===== src/rtl/vga_fb_reader.sv =====
// vga_fb_reader: framebuffer scan-out with a credit-limited prefetch FIFO feeding the DAC.
// Define VGA_FB_UNDERFLOW_DBG_EN for magenta underflow pixels and an underflow_cnt output.
module vga_fb_reader #(
  parameter int DEPTH   = 16,
  parameter int PW      = 24,
  parameter int AW      = 19,
  parameter int FB_BASE = 0,
  parameter int NUM_PIX = 307200
) (
  input  logic          clk,
  input  logic          rst_b,
  input  logic          pix_en,
  input  logic          vis,
  input  logic          frame_start,
  output logic          rd_req,
  output logic [AW-1:0] rd_addr,
  input  logic          rd_gnt,
  input  logic          rd_valid,
  input  logic [PW-1:0] rd_data,
  output logic [PW-1:0] vga_color,
`ifdef VGA_FB_UNDERFLOW_DBG_EN
  output logic [15:0]   underflow_cnt,
`endif
  output logic          underflow
);
  localparam int CW  = $clog2(DEPTH) + 1;
  localparam int PTW = $clog2(DEPTH);
  localparam int IW  = $clog2(NUM_PIX + 1);
`ifdef VGA_FB_UNDERFLOW_DBG_EN
  localparam logic [PW-1:0] UNDERFLOW_COLOR = PW'(24'hFF00FF);
`else
  localparam logic [PW-1:0] UNDERFLOW_COLOR = '0;
`endif
  typedef enum logic [1:0] {IDLE, FETCH, DONE} state_e;
  state_e state_q, state_d;
  logic [IW-1:0]  idx_q, idx_d;
  logic [CW-1:0]  cnt_q, cnt_d, out_q, out_d, drop_q, drop_d;
  logic [PTW-1:0] wp_q, wp_d, rp_q, rp_d;
  logic [15:0]    skip_q, skip_d;
  logic [PW-1:0]  color_q, color_d;
  logic           uf_q, uf_d;
  logic [PW-1:0]  mem_q [DEPTH];
  logic           xfer, resp, push, pop, pop_ok, pop_uf;
  always_ff @(posedge clk or negedge rst_b)
    if (!rst_b) state_q <= IDLE;
    else state_q <= state_d;
  always_comb
    state_d = frame_start ? FETCH :
              (state_q == FETCH && xfer && idx_q == IW'(NUM_PIX - 1)) ? DONE : state_q;
  // Outstanding reads reserve FIFO slots, so a response never finds the FIFO full
  always_comb
    rd_req = state_q == FETCH && ({1'b0, cnt_q} + {1'b0, out_q}) < (CW+1)'(DEPTH);
  assign xfer   = rd_req & rd_gnt;
  assign resp   = rd_valid & ~frame_start & (drop_q == '0);
  assign push   = resp & (skip_q == '0);
  assign pop    = pix_en & vis & ~frame_start;
  assign pop_ok = pop & (cnt_q != '0);
  assign pop_uf = pop & (cnt_q == '0);
  always_comb begin
    idx_d   = frame_start ? '0 : idx_q + IW'(xfer);
    out_d   = out_q + CW'(xfer) - CW'(rd_valid);
    drop_d  = frame_start ? out_d : drop_q - CW'(rd_valid && drop_q != '0);
    skip_d  = frame_start ? '0 : skip_q + 16'(pop_uf && skip_q != '1) - 16'(resp && skip_q != '0);
    cnt_d   = frame_start ? '0 : cnt_q + CW'(push) - CW'(pop_ok);
    wp_d    = frame_start ? '0 : wp_q + PTW'(push);
    rp_d    = frame_start ? '0 : rp_q + PTW'(pop_ok);
    color_d = (frame_start || (pix_en && !vis)) ? '0 :
              pop_ok ? mem_q[rp_q] : pop_uf ? UNDERFLOW_COLOR : color_q;
    uf_d    = uf_q | pop_uf;
  end
  always_ff @(posedge clk or negedge rst_b)
    if (!rst_b) begin
      idx_q   <= '0;
      cnt_q   <= '0;
      out_q   <= '0;
      drop_q  <= '0;
      wp_q    <= '0;
      rp_q    <= '0;
      skip_q  <= '0;
      color_q <= '0;
      uf_q    <= 1'b0;
    end else begin
      idx_q   <= idx_d;
      cnt_q   <= cnt_d;
      out_q   <= out_d;
      drop_q  <= drop_d;
      wp_q    <= wp_d;
      rp_q    <= rp_d;
      skip_q  <= skip_d;
      color_q <= color_d;
      uf_q    <= uf_d;
    end
  always_ff @(posedge clk)
    if (push) mem_q[wp_q] <= rd_data;
`ifdef VGA_FB_UNDERFLOW_DBG_EN
  logic [15:0] ucnt_q;
  always_ff @(posedge clk or negedge rst_b)
    if (!rst_b) ucnt_q <= '0;
    else ucnt_q <= frame_start ? '0 : ucnt_q + 16'(pop_uf && ucnt_q != '1);
  assign underflow_cnt = ucnt_q;
`endif
  assign rd_addr   = AW'(FB_BASE) + AW'(idx_q);
  assign vga_color = color_q;
  assign underflow = uf_q;
endmodule


===== config.mk =====
export PLATFORM = sky130hd
export DESIGN_NAME = vga_fb_reader
export DESIGN_NICKNAME = d
export VERILOG_FILES = /design/src/rtl/vga_fb_reader.sv
export SDC_FILE = /design/constraint.sdc
export NUM_CORES = 1
export LEC_CHECK = 0
export BUFFER_PORTS_ARGS = -buffer_cell sky130_fd_sc_hd__buf_4
export CAP_MARGIN = 20
export CORE_UTILIZATION = 55
export DETAILED_ROUTE_END_ITERATION = 8
export PLACE_DENSITY = 0.75
export REMOVE_ABC_BUFFERS = 1
export SLEW_MARGIN = 15
export SYNTH_ARGS = -nofsm -noshare
export SYNTH_HDL_FRONTEND = slang
export SYNTH_SLANG_ARGS = --single-unit

===== constraint.sdc =====
create_clock -name clk -period 4 [get_ports clk]
set_clock_uncertainty 0.15 [all_clocks]
set_input_delay 0.8 -clock clk [delete_from_list [all_inputs] [get_ports clk]]
set_output_delay 0.8 -clock clk [all_outputs]
set_load 0.03 [all_outputs]

## Yosys cells after proc, flatten, opt, wreduce, memory -nomap -nowiden

Memories as Yosys holds them, arrays and structs flattened.
Cells that the tools add are included.

| storage, ports and cells | value |
|---|---|
| register bits | 85 |
| bits in writable memories | 384 |
| logic and storage cells | 66 |
| memories | 1 |

Memories:

| memory | depth | bits a word | read ports | clocked after Yosys merged registers in | write ports | line | text |
|---|---|---|---|---|---|---|---|
| mem_q | 16 | 24 | 1 | 0 | 1 | 42 | `logic [PW-1:0] mem_q [DEPTH];` |

| cells by class | value |
|---|---|
| add/subtract/negate cells | 11 |
| order comparisons | 1 |
| equal/unequal tests | 3 |
| multiplexer cells | 13 |
| bitwise operators | 10 |
| reductions and logical operators | 17 |

Operators by type and width:

| cell | count |
|---|---|
| 24-bit 2-to-1 mux | 3 |
| 19-bit by 1-bit adder with 19-bit output | 1 |
| 19-bit equality test (second input constant) | 1 |
| 19-bit 2-to-1 mux | 1 |
| 16-bit by 1-bit adder with 16-bit output | 1 |
| 16-bit logical NOT | 1 |
| 16-bit 2-to-1 mux | 1 |
| 16-bit != test (second input constant) | 1 |
| 16-bit nonzero test | 1 |
| 16-bit by 1-bit subtractor with 16-bit output | 1 |
| 5-bit by 1-bit subtractor with 5-bit output | 3 |
| 5-bit by 1-bit adder with 5-bit output | 2 |
| 5-bit logical NOT | 2 |
| 5-bit 2-to-1 mux | 2 |
| 5-bit nonzero test | 2 |
| 4-bit by 1-bit adder with 4-bit output | 2 |
| 1-bit AND | 8 |
| 4-bit 2-to-1 mux | 2 |
| 1-bit logical AND | 7 |
| 5-bit by 5-bit adder with 6-bit output | 1 |
| 6-bit by 5-bit < comparator with 1-bit output (second input constant) | 1 |
| 2-bit 2-to-1 mux | 2 |
| 3-bit nonzero test | 1 |
| 2-bit by 1-bit equality test with 1-bit output (second input constant) | 1 |
| other kinds (6) | 7 |

## Depth between registers and ports, before layout

Gate-level depths: netlist of run 1.

| logic depth | value |
|---|---|
| depth after elaboration | 8 |
| depth in mapped cells | 15 |
| depth with buffers taken out | 15 |

## Worst setup path after synthesis of run 1

No wires, ideal clock.

| path | value |
|---|---|
| path type | register -> register |
| from | register skip_q[8] |
| to | memory mem_q[0][0], enable pin |
| setup time | 0.435 ns |
| arrival | 3.373 ns |
| path slack | 0.042 ns |
| stages on the path, launching flop included | 9 |
| clock period less this slack | 3.958 ns |
| path through | dfrtp_1 inv_1 ha_1 nand4_1 nor3_1 and4b_1 clkbuf_2 or3b_2 nor3_1 |

| between the ends | value |
|---|---|
| cells in the longest elaborated chain, start to end | 4 |

Ends and longest elaborated chain:

| element | line | text |
|---|---|---|
| from (decl) | 39 | `logic [15:0] skip_q, skip_d;` |
| from (signal assigned) | 89 | `skip_q <= skip_d;` |
| 16-bit logical NOT | 55 | `assign push = resp & (skip_q == '0);` |
| 1-bit AND | 55 |  |
| 1-bit 2-to-1 mux | 94 | `if (push) mem_q[wp_q] <= rd_data;` |
| 1-bit 2-to-1 mux (implied by the code) | 94 |  |
| to (decl) | 42 |  |

No other way between the ends.

## Worst setup path after layout of run 1

| path | value |
|---|---|
| from | register cnt_q[2] |
| to | register skip_q[12] |

| between the ends | value |
|---|---|
| cells in the longest elaborated chain, start to end | 6 |

Ends and longest elaborated chain:

| element | line | text |
|---|---|---|
| from (decl) | 37 | `logic [CW-1:0] cnt_q, cnt_d, out_q, out_d, drop_q, drop_d;` |
| from (signal assigned) | 84 | `cnt_q <= cnt_d;` |
| 5-bit logical NOT | 58 | `assign pop_uf = pop & (cnt_q == '0);` |
| 1-bit AND | 58 |  |
| 1-bit logical AND | 63 | `skip_d = frame_start ? '0 : skip_q + 16'(pop_uf && skip_q != '1) - 16'(resp && skip_q != '0);` |
| 16-bit by 1-bit adder with 16-bit output | 63 |  |
| 16-bit by 1-bit subtractor with 16-bit output | 63 |  |
| 16-bit 2-to-1 mux | 63 |  |
| via skip_d[12] | 39 |  |

The timed path passes the listed nets, and every way through them passes these cells.
A chain may end at the register's enable or synchronous reset.

==> run_results.csv, run 1 <==
group,metric,value,unit
global_routing,first_global_vias,9804,
synthesis,postSynthRegisterBits,469,
pwr,internal_power,8.91,mW
place,gp_congestion,0.809,
drt,post_drt_via_cell_ratio,5.94,
pwr,leakage,7.65,nW
drt,routed_wl,39500,µm
synthesis,synth-seq-area-share,71.1,%
drt,route.detailed.drc,0,
global_routing,grt_util_all_layers,22.8,%
cts,clock-root-buffer,"sky130_fd_sc_hd__clkbuf_16",
cells_and_area,most_common_library_cell_in_the_layout_ignoring_fill_and_taps,"sky130_fd_sc_hd__edfxtp_1",
synthesis,post_syn_instances,1014,
cells_and_area,multiInputGateArea,5270,µm²
global_routing,grt_start_max_net_pins,74,
drt,routed-via-count,9628,
worst_setup_path,most_used_cell_along_the_critical_path,"sky130_fd_sc_hd__ha_1",
pwr,power.switching_fraction,26.2,%
timing,worst_slew_margin_rel,48.0,%
pwr,pwr_density_cell,545,nW/µm²
synthesis,synthDistinctLibCells,56,
cells_and_area,final_net_count,1212,
place,post_placement_cell_count,1532,
drt,drtPass1Iterations,5,
cts,cts_hold_bufs,0,
pwr,clock_power_share,35.8,%
die,io_pins,76,
cts,postCtsSetupBuffers,0,
worst_setup_path,regToRegSetupSlack,0.49,ns
cells_and_area,postLayoutCoreUtil,64.2,%
cts,cts_inserted_buffers,47,
worst_setup_path,cp.required,4.29,ns
hold_path,worstHoldPathType,"primary input to asynchronous set/reset pin",
flow_run,max_cap_violations,0,
global_routing,wire_length_of_the_first_global_routing_pass,59600,µm
cts,tritoncts_clock_tree,"yes",
pwr,total_power,12.1,mW
cells_and_area,layout.cells.most_common_list,"384 x sky130_fd_sc_hd__edfxtp_1, 120 x sky130_fd_sc_hd__mux4_2, 96 x sky130_fd_sc_hd__buf_4",
worst_setup_path,crit_path_cell_trace,"inv_1 -> ha_1 -> nor4b_1 -> nand3_1 -> ha_1 -> inv_1 -> ha_1 -> fa_1 -> a21oi_1 -> o311a_1 -> o211ai_1 -> a21oi_1 -> xor2_1 -> nor2_1",
timing,maximum_achievable_frequency,0.285,GHz
timing,final_setup_violation_count,0,
die,dieHeight,189,µm
cells_and_area,fin_cells,1621,
cells_and_area,areaGrowthSynthToFinish,15.1,%
worst_setup_path,setup.worst_path.class,"flip-flop to flip-flop",
synthesis,edff_count_synth,384,
cts,ctsResizeCount,0,
cells_and_area,antennaDiodeCount,0,
cells_and_area,layout-drive-gt1-share,27.3,%
global_routing,globalRouteOverflowTotal,0,
cells_and_area,regArea,13700,µm²
timing,grt_setup_unrepaired,"false",
worst_setup_path,gate_family_responsible_for_the_most_delay_along_the_worst_path,"adder cells",
die,dieWidth,189,µm
cells_and_area,final.fill_count,2289,
cts,cts_buffer_depth,3,
place,place.port_buffers,75,
die,floorplan.initialDensity,55.7,%
worst_setup_path,cp_num_buf_inv,2,
cts,clkSinkCount,469,
timing,max_slew_violations,0,
worst_setup_path,rr_worst_depth,14,
pwr,power.share.combinational,17.6,%
synthesis,ys_warnings,0,
synthesis,postSynthAreaPerCell,18.9,µm²
worst_setup_path,startpoint_type,"flip-flop",
worst_setup_path,critical_path_arrival,3.80,ns
cts,clk_transition_reported_paths,0.06,ns
drt,routed_wire_per_std_cell,24.4,µm
worst_setup_path,timing.rr.end,"skip_q[12]",
drt,drtAntennaViolNets,0,
synthesis,async_reset_ff_share,18.1,%
synthesis,synth_area,19200,µm²
timing,postLayoutSetupSlackWorst,0.491,ns
cts,clock_latency,0.58,ns
cts,h_tree_depth,2,
timing,finalWorstPathRequiredPeriod,3.51,ns
pwr,ir_worst_vdd,500,µV
worst_setup_path,slowest_stage_cell_cp,"sky130_fd_sc_hd__nor4b_1",
worst_setup_path,reg2reg_from,"cnt_q[2]",
place,place_ws,0.463,ns
drt,drtIter0Drc,747,
timing,finalHoldViolCount,0,
worst_setup_path,critPathCaptureType,"flip-flop",
outcome,outcome,"finished, final reports clean",
die,die_area,35700,µm²
worst_setup_path,timing.critical_path.fanout_max,3,
worst_setup_path,timing.critical_path.slowest_cell_delay,0.49,ns
die,std_cell_rows,68,
die,core_area,34500,µm²
global_routing,grt_antenna_before_repair,0,
pwr,total_switching_power,3.16,mW
timing,worst_slew_pin_slew,0.780,ns
synthesis,ys.flop_type,"sky130_fd_sc_hd__edfxtp_1",
timing,period_share,87.7,%
pwr,power_frac_seq,46.6,%
place,post-dp-hpwl,21400,µm
layer usage:
layer  GRT usage (%)  share of wire [%]  up-vias
met5               0                  0        -
met4            6.45                2.3        0
met3            3.82                7.0       77
met2            37.0                 50      351
met1            32.3                 41     4961
li1                -                  -     4239
power by group through the flow:
stage | combinational (mW) | clock [mW] | sequential (mW)
after floorplan | 1.55 | 0 | 5.78
after global placement | 2.08 | 0 | 5.72
after detailed placement | 2.11 | 0 | 5.72
after CTS | 2.13 | 4.38 | 5.62
after global routing | 2.39 | 4.54 | 5.64
final | 2.12 | 4.32 | 5.62
state kept, by name, summed over array words and instances (netlist names):
signal,count
cnt_q,5
drop_q,5
idx_q,19
mem_q,384
out_q,5
rp_q,4
skip_q,16
state_q,2
underflow,1
vga_color,24
wp_q,4
logic make-up (layout without fill, tap and decap cells):
kind of cell	count (synthesis)	count (layout)	synth area share, %
AND/OR/NAND/NOR	163	163	4.22
multiplexers	122	122	14.2
AO/OA/AOI/OAI	80	80	2.87
buffers and inverters	83	235	2.03
adder cells (fa/ha/maj)	54	54	3.63
XOR/XNOR	43	43	1.96
flip-flops	469	469	71.1
layout make-up:
cell class	count	share of cell area (%)
clock inverter	19	0.866
tap	455	2.57
sequential	469	61.8
clock buffer	69	6.06
timing repair buffer	106	4.16
inverter	41	0.696
multi-input combinational	462	23.8
synth_stat cells, types with 8 or more instances:
master / number / area share [%]
sky130_fd_sc_hd__a22o_1: 24 / 1.1
sky130_fd_sc_hd__o21ai_0: 12 / 0.31
sky130_fd_sc_hd__inv_1: 40 / 0.78
sky130_fd_sc_hd__xor2_1: 17 / 0.78
sky130_fd_sc_hd__mux4_2: 120 / 14
sky130_fd_sc_hd__nand3_1: 11 / 0.29
sky130_fd_sc_hd__a21oi_1: 22 / 0.57
sky130_fd_sc_hd__ha_1: 51 / 3.3
sky130_fd_sc_hd__clkbuf_1: 21 / 0.41
sky130_fd_sc_hd__nand2_1: 24 / 0.47
sky130_fd_sc_hd__nor3_1: 11 / 0.29
sky130_fd_sc_hd__edfxtp_1: 384 / 60
sky130_fd_sc_hd__xnor2_1: 26 / 1.2
sky130_fd_sc_hd__nor2_1: 63 / 1.2
sky130_fd_sc_hd__buf_2: 9 / 0.23
sky130_fd_sc_hd__dfrtp_1: 85 / 11
sky130_fd_sc_hd__or3_1: 8 / 0.26
sky130_fd_sc_hd__nor2b_1: 18 / 0.59
per-stage QoR:
| step | hold WS, ns | cell area (µm²) | setup TNS, ns |
|---|---|---|---|
| 4_1_cts | 0.289 | 22100 | 0 |
| 2_1_floorplan | 0.300 | 19000 | -34.82 |
| 3_3_place_gp | 0.322 | 20600 | 0 |
| 5_1_grt | 0.0770 | 22100 | 0 |
| 6_report | 0.0536 | 22100 | 0 |
| 3_5_place_dp | 0.303 | 20600 | 0 |
how the worst max path moves through the flow:
stage                startpoint             to  slack, ns  depth (start not counted)
finish                 cnt_q[2]     skip_q[12]       0.49                         14
global route           cnt_q[2]     skip_q[12]       0.13                         14
CTS                    cnt_q[2]     skip_q[12]       0.44                         14
detailed placement     cnt_q[2]     skip_q[12]       0.46                         14
global placement    frame_start     skip_q[12]       0.52                         13
floorplan               rp_q[0]  vga_color[22]      -1.37                          3
Power figures use the tool's default switching activity.
==> inputs of run 2 (changes only) <==
--- a/config.mk
+++ b/config.mk
@@ -9,7 +9,7 @@
 export CAP_MARGIN = 20
 export CORE_UTILIZATION = 55
 export DETAILED_ROUTE_END_ITERATION = 8
-export PLACE_DENSITY = 0.75
+export PLACE_DENSITY_LB_ADDON = 0.3
 export REMOVE_ABC_BUFFERS = 1
 export SLEW_MARGIN = 15
 export SYNTH_ARGS = -nofsm -noshare
==> run 2 against run 1 <==
Count of clock-buffer cells in the layout is the same. Via count is 1.0% higher. Critical path type unchanged. Maximum frequency increased by 0.88%.
==> run_results.csv, run 2 (synthesized netlist as in run 1, its figures left out) <==
group,metric,value,unit
cts,clk_transition_reported_paths,0.06,ns
global_routing,first_global_vias,10000,
timing,maximum_achievable_frequency,0.287,GHz
cells_and_area,number_of_flip_flops_in_the_largest_register,384,
worst_setup_path,startpoint_type,"flip-flop",
place,gp_congestion,0.805,
die,io_pins,76,
drt,drtPass1Iterations,5,
drt,post_drt_via_cell_ratio,5.99,
cells_and_area,layout-drive-gt1-share,27.9,%
pwr,pwr_density_cell,548,nW/µm²
timing,fin_tns_setup,0,ns
drt,route.detailed.drc,0,
place,post-dp-hpwl,22200,µm
cells_and_area,antennaDiodeCount,0,
global_routing,grt_antenna_before_repair,0,
timing,period_share,87.0,%
cells_and_area,final_area,22200,µm²
cells_and_area,fin_cells,1623,
die,floorplan.initialDensity,55.7,%
die,std_cell_rows,68,
cells_and_area,most_common_library_cell_in_the_layout_ignoring_fill_and_taps,"sky130_fd_sc_hd__edfxtp_1",
timing,worst_slew_margin_rel,38.1,%
timing,max_slew_violations,0,
place,place_ws,0.542,ns
cells_and_area,postLayoutCoreUtil,64.4,%
worst_setup_path,setup.worst_path.class,"flip-flop to flip-flop",
outcome,outcome,"finished, final reports clean",
cells_and_area,largest_register,"mem_q",
timing,worst_slew_pin_slew,0.928,ns
cts,tritoncts_clock_tree,"yes",
die,dieWidth,189,µm
pwr,ir_worst_vdd,380,µV
global_routing,globalRouteOverflowTotal,0,
cells_and_area,layout.cells.most_common_list,"384 x sky130_fd_sc_hd__edfxtp_1, 120 x sky130_fd_sc_hd__mux4_2, 96 x sky130_fd_sc_hd__buf_4",
timing,finalHoldViolCount,0,
cts,cts_hold_bufs,0,
hold_path,worstHoldPathType,"primary input to asynchronous set/reset pin",
timing,finalWorstPathRequiredPeriod,3.48,ns
global_routing,grt_start_max_net_pins,52,
drt,drtIter0Drc,829,
cells_and_area,final.fill_count,2282,
global_routing,wire_length_of_the_first_global_routing_pass,60300,µm
cells_and_area,areaGrowthSynthToFinish,15.6,%
place,post_placement_cell_count,1535,
pwr,total_power,12.2,mW
cts,clkSinkCount,469,
drt,routed-via-count,9728,
timing,final_setup_violation_count,0,
worst_setup_path,timing.critical_path.fanout_max,3,
cts,postCtsSetupBuffers,0,
drt,routed_wire_per_std_cell,24.5,µm
cts,clock_latency,0.55,ns
worst_setup_path,cp.required,4.27,ns
die,die_area,35700,µm²
drt,drtAntennaViolNets,0,
cells_and_area,multiInputGateArea,5270,µm²
timing,postLayoutSetupSlackWorst,0.522,ns
cts,cts_inserted_buffers,48,
timing,grt_setup_unrepaired,"false",
cells_and_area,regArea,13700,µm²
place,dpl-instance-area,20600,µm²
cts,ctsResizeCount,0,
cts,clock-root-buffer,"sky130_fd_sc_hd__clkbuf_16",
flow_run,max_cap_violations,0,
pwr,leakage,7.70,nW
cells_and_area,final_net_count,1215,
place,place.port_buffers,75,
global_routing,grt_util_all_layers,22.9,%
die,core_area,34500,µm²
die,dieHeight,189,µm
worst_setup_path,critical_path_arrival,3.75,ns
drt,routed_wl,39800,µm
cts,cts_buffer_depth,3,
worst_setup_path,critPathCaptureType,"flip-flop",
timing,timing.hold.ws,0.193,ns
cts,h_tree_depth,2,
## run 2: cell count changes in the layout (fill, tap and decap cells not counted), sizes merged
cell,previous run,this run
clkinv,13,10
buf,106,108
bufinv,2,4
inv,42,43
## run 2: layout make-up
class	instances	area share [%]
inverter	41	0.693
multi-input combinational	462	23.8
timing repair buffer	108	4.33
clock inverter	19	0.981
sequential	469	61.6
clock buffer	69	6.13
tap	455	2.56
## run 2: path summary, 6_finish.rpt
| kind | start | to | slack (ns) | cells past startpoint |
|---|---|---|---|---|
| worst max-delay path | cnt_q[3] | skip_q[12] | 0.52 | 14 |
| worst min-delay path | rst_b | vga_color[3] | 0.19 | 1 |
| worst max register to register | cnt_q[3] | skip_q[12] | 0.52 | 14 |
| worst min register to register | underflow | underflow | 0.33 | 1 |
| max in group asynchronous | rst_b | vga_color[20] | 2.80 | 2 |
| min in group clk | underflow | underflow | 0.33 | 1 |
## run 2: metal layers
metal / global-route usage (%) / routed length [µm] / up-vias
met1: 32.3 / 16500 / 5064
li1: - / - / 4247
met2: 37.5 / 19600 / 353
met3: 4.36 / 2950 / 64
met4: 5.52 / 743 / 0
met5: 0 / 0 / -
## run 2: power by group
part           internal, mW  total (mW)  switching [mW]  leakage, nW
registers              5.46        5.61           0.153         4.58
logic                 0.974        2.15            1.17         2.36
clock network          2.63        4.41            1.79        0.765
total                  9.06        12.2            3.11         7.70
## run 2: critical path: stages, from the launching register on
cell,delay (ns)
sky130_fd_sc_hd__dfrtp_1,0.40
sky130_fd_sc_hd__inv_1,0.09
sky130_fd_sc_hd__ha_1,0.13
sky130_fd_sc_hd__nor4b_1,0.42
sky130_fd_sc_hd__nand3_1,0.15
sky130_fd_sc_hd__ha_1,0.30
sky130_fd_sc_hd__inv_1,0.04
sky130_fd_sc_hd__ha_1,0.19
sky130_fd_sc_hd__fa_1,0.40
sky130_fd_sc_hd__a21oi_1,0.22
sky130_fd_sc_hd__o311a_1,0.23
sky130_fd_sc_hd__o211ai_1,0.17
sky130_fd_sc_hd__a21oi_1,0.23
sky130_fd_sc_hd__xor2_1,0.18
sky130_fd_sc_hd__nor2_1,0.05
==> inputs of run 3 (changes only) <==
--- a/config.mk
+++ b/config.mk
@@ -10,6 +10,7 @@
 export CORE_UTILIZATION = 55
 export DETAILED_ROUTE_END_ITERATION = 8
 export PLACE_DENSITY_LB_ADDON = 0.3
+export RECOVER_POWER = 100
 export REMOVE_ABC_BUFFERS = 1
 export SLEW_MARGIN = 15
 export SYNTH_ARGS = -nofsm -noshare
==> run 3 against run 2 <==
The flow now finishes with violations (max-capacitance violations, max-slew violations). Global-route usage is the same. Critical endpoint is now vga_color[22]. Clock power is essentially flat. Highest routed layer unchanged. Routed wire length grew 0.54%. First-iteration DRC count is 3.4% lower.
==> run_results.csv, run 3 (synthesized netlist as in run 1, its figures left out) <==
group,metric,value,unit
cts,clkSinkCount,469,
global_routing,grt_start_max_net_pins,52,
pwr,total_switching_power,3.11,mW
pwr,power.switching_fraction,25.7,%
global_routing,wire_length_of_the_first_global_routing_pass,60300,µm
global_routing,globalRouteOverflowTotal,0,
timing,worst_slew_pin_slew,1.71,ns
drt,route.detailed.drc,0,
timing,grt_setup_unrepaired,"false",
die,dieHeight,189,µm
timing,worst_slew_margin_rel,-14.0,%
place,gp_congestion,0.805,
worst_setup_path,regToRegSetupSlack,0.29,ns
cts,cts_hold_bufs,0,
drt,routed_wire_per_std_cell,24.6,µm
timing,final_setup_violation_count,0,
timing,timing.hold.ws,0.323,ns
cts,ctsResizeCount,0,
global_routing,grt_util_all_layers,22.9,%
hold_path,worstHoldPathType,"flip-flop to flip-flop",
cts,cts_inserted_buffers,48,
global_routing,first_global_vias,10000,
cts,postCtsSetupBuffers,0,
drt,drtAntennaViolNets,0,
cts,tritoncts_clock_tree,"yes",
hold_path,hold_start,"underflow",
outcome,outcome,"finished, violations left",
cells_and_area,number_of_flip_flops_in_the_largest_register,384,
pwr,power.share.combinational,17.3,%
worst_setup_path,rr_worst_depth,4,
drt,drtIter0Drc,801,
worst_setup_path,timing.critical_path.slowest_cell_delay,1.38,ns
worst_setup_path,timing.rr.end,"vga_color[22]",
timing,max_slew_violations,120,
drt,drtPass1Iterations,5,
worst_setup_path,critPathCaptureType,"flip-flop",
pwr,leakage,7.36,nW
die,io_pins,76,
worst_setup_path,startpoint_type,"flip-flop",
global_routing,grt_antenna_before_repair,1,
die,floorplan.initialDensity,55.7,%
worst_setup_path,slowest_stage_cell_cp,"sky130_fd_sc_hd__dfrtp_1",
pwr,pwr_density_cell,557,nW/µm²
worst_setup_path,reg2reg_from,"rp_q[1]",
cells_and_area,postLayoutCoreUtil,63.1,%
hold_path,hold-path-cell-count,1,
cells_and_area,layout.cells.most_common_list,"384 x sky130_fd_sc_hd__edfxtp_1, 120 x sky130_fd_sc_hd__mux4_2, 89 x sky130_fd_sc_hd__clkbuf_1",
place,post-dp-hpwl,22200,µm
cells_and_area,layout-drive-gt1-share,20.4,%
cts,cts_buffer_depth,3,
timing,finalHoldViolCount,0,
die,core_area,34500,µm²
outcome,violations_in_the_final_reports,"max-capacitance violations, max-slew violations",
cts,clock-root-buffer,"sky130_fd_sc_hd__clkbuf_16",
flow_run,max_cap_violations,3,
cts,clock_latency,0.55,ns
worst_setup_path,critical_path_arrival,4.00,ns
worst_setup_path,cp.required,4.29,ns
drt,routed_wl,40000,µm
die,dieWidth,189,µm
cells_and_area,areaGrowthSynthToFinish,13.2,%
cts,clk_transition_reported_paths,0.06,ns
die,die_area,35700,µm²
timing,finalWorstPathRequiredPeriod,3.71,ns
cells_and_area,most_common_library_cell_in_the_layout_ignoring_fill_and_taps,"sky130_fd_sc_hd__edfxtp_1",
place,post_placement_cell_count,1535,
pwr,ir_worst_vdd,378,µV
timing,period_share,92.7,%
worst_setup_path,most_used_cell_along_the_critical_path,"sky130_fd_sc_hd__mux4_2",
cells_and_area,final_net_count,1215,
cells_and_area,largest_register,"mem_q",
worst_setup_path,setup.worst_path.class,"flip-flop to flip-flop",
pwr,internal_power,9.01,mW
place,place.port_buffers,75,
pwr,clock_power_share,36.4,%
cells_and_area,fin_cells,1624,
pwr,power_frac_seq,46.3,%
cts,h_tree_depth,2,
hold_path,hold_path_end,"underflow",
drt,routed-via-count,9772,
worst_setup_path,crit_path_cell_trace,"clkbuf_4 -> mux4_2 -> mux4_2 -> a22o_1",
worst_setup_path,timing.critical_path.fanout_max,45,
timing,maximum_achievable_frequency,0.270,GHz
drt,post_drt_via_cell_ratio,6.02,
die,std_cell_rows,68,
[run 3: changes by cell type in the layout (fill, tap and decap cells not counted), sizes merged]
cell / previous run / this run
buf: 108 / 18
clkbuf: 69 / 158
diode: 0 / 1
dlymetal6s4s: 0 / 1
[run 3: power by group through the flow]
| stage | clock [mW] | sequential (mW) | combinational (mW) |
|---|---|---|---|
| floorplan | 0 | 5.78 | 1.55 |
| global placement | 0 | 5.71 | 2.09 |
| detailed placement | 0 | 5.71 | 2.13 |
| CTS | 4.48 | 5.61 | 2.16 |
| global route | 4.65 | 5.64 | 2.35 |
| finish | 4.41 | 5.61 | 2.09 |
[run 3: cell type report]
type / instances / area, µm²
timing repair buffer: 108 / 588
antenna: 1 / 2.50
sequential: 469 / 13700
clock inverter: 19 / 218
multi-input combinational: 462 / 5200
tap: 455 / 569
fill: 2380 / 12700
clock buffer: 69 / 1360
inverter: 41 / 154
[run 3: metal layers]
metal  routed length (µm)  global-route usage [%]  up-vias
met5                    0                       0        -
met4                  792                    5.52        0
met3                 3000                    4.36       65
met2                19600                    37.5      379
met1                16600                    32.3     5076
li1                     -                       -     4252
[run 3: stage by stage]
stage | worst slack, ns | setup TNS (ns) | power [mW] | cell area (µm²)
after floorplan | -1.37 | -34.82 | 7.32 | 19000
after global placement | 0.594 | 0 | 7.79 | 20600
after detailed placement | 0.542 | 0 | 7.84 | 20600
after CTS | 0.538 | 0 | 12.2 | 22200
after global routing | 0.168 | 0 | 12.6 | 21800
final | 0.291 | 0 | 12.1 | 21800
[run 3: worst max-delay path: cells and delay by family (launching register included)]
kind | cells | cell delay, ns
flops | 1 | 1.38
buf+inv | 1 | 0.90
mux | 2 | 0.90
compound gates | 1 | 0.24
[run 3: worst max-delay path by stage]
stage                      startpoint       endpoint  slack (ns)  cells past startpoint
after floorplan               rp_q[0]  vga_color[22]       -1.37                      3
after global placement    frame_start     skip_q[12]        0.59                     13
after detailed placement  frame_start     skip_q[12]        0.54                     13
after CTS                    cnt_q[3]     skip_q[12]        0.54                     14
after global routing        skip_q[9]  mem_q[13][19]        0.17                      8
final                         rp_q[1]  vga_color[22]        0.29                      4
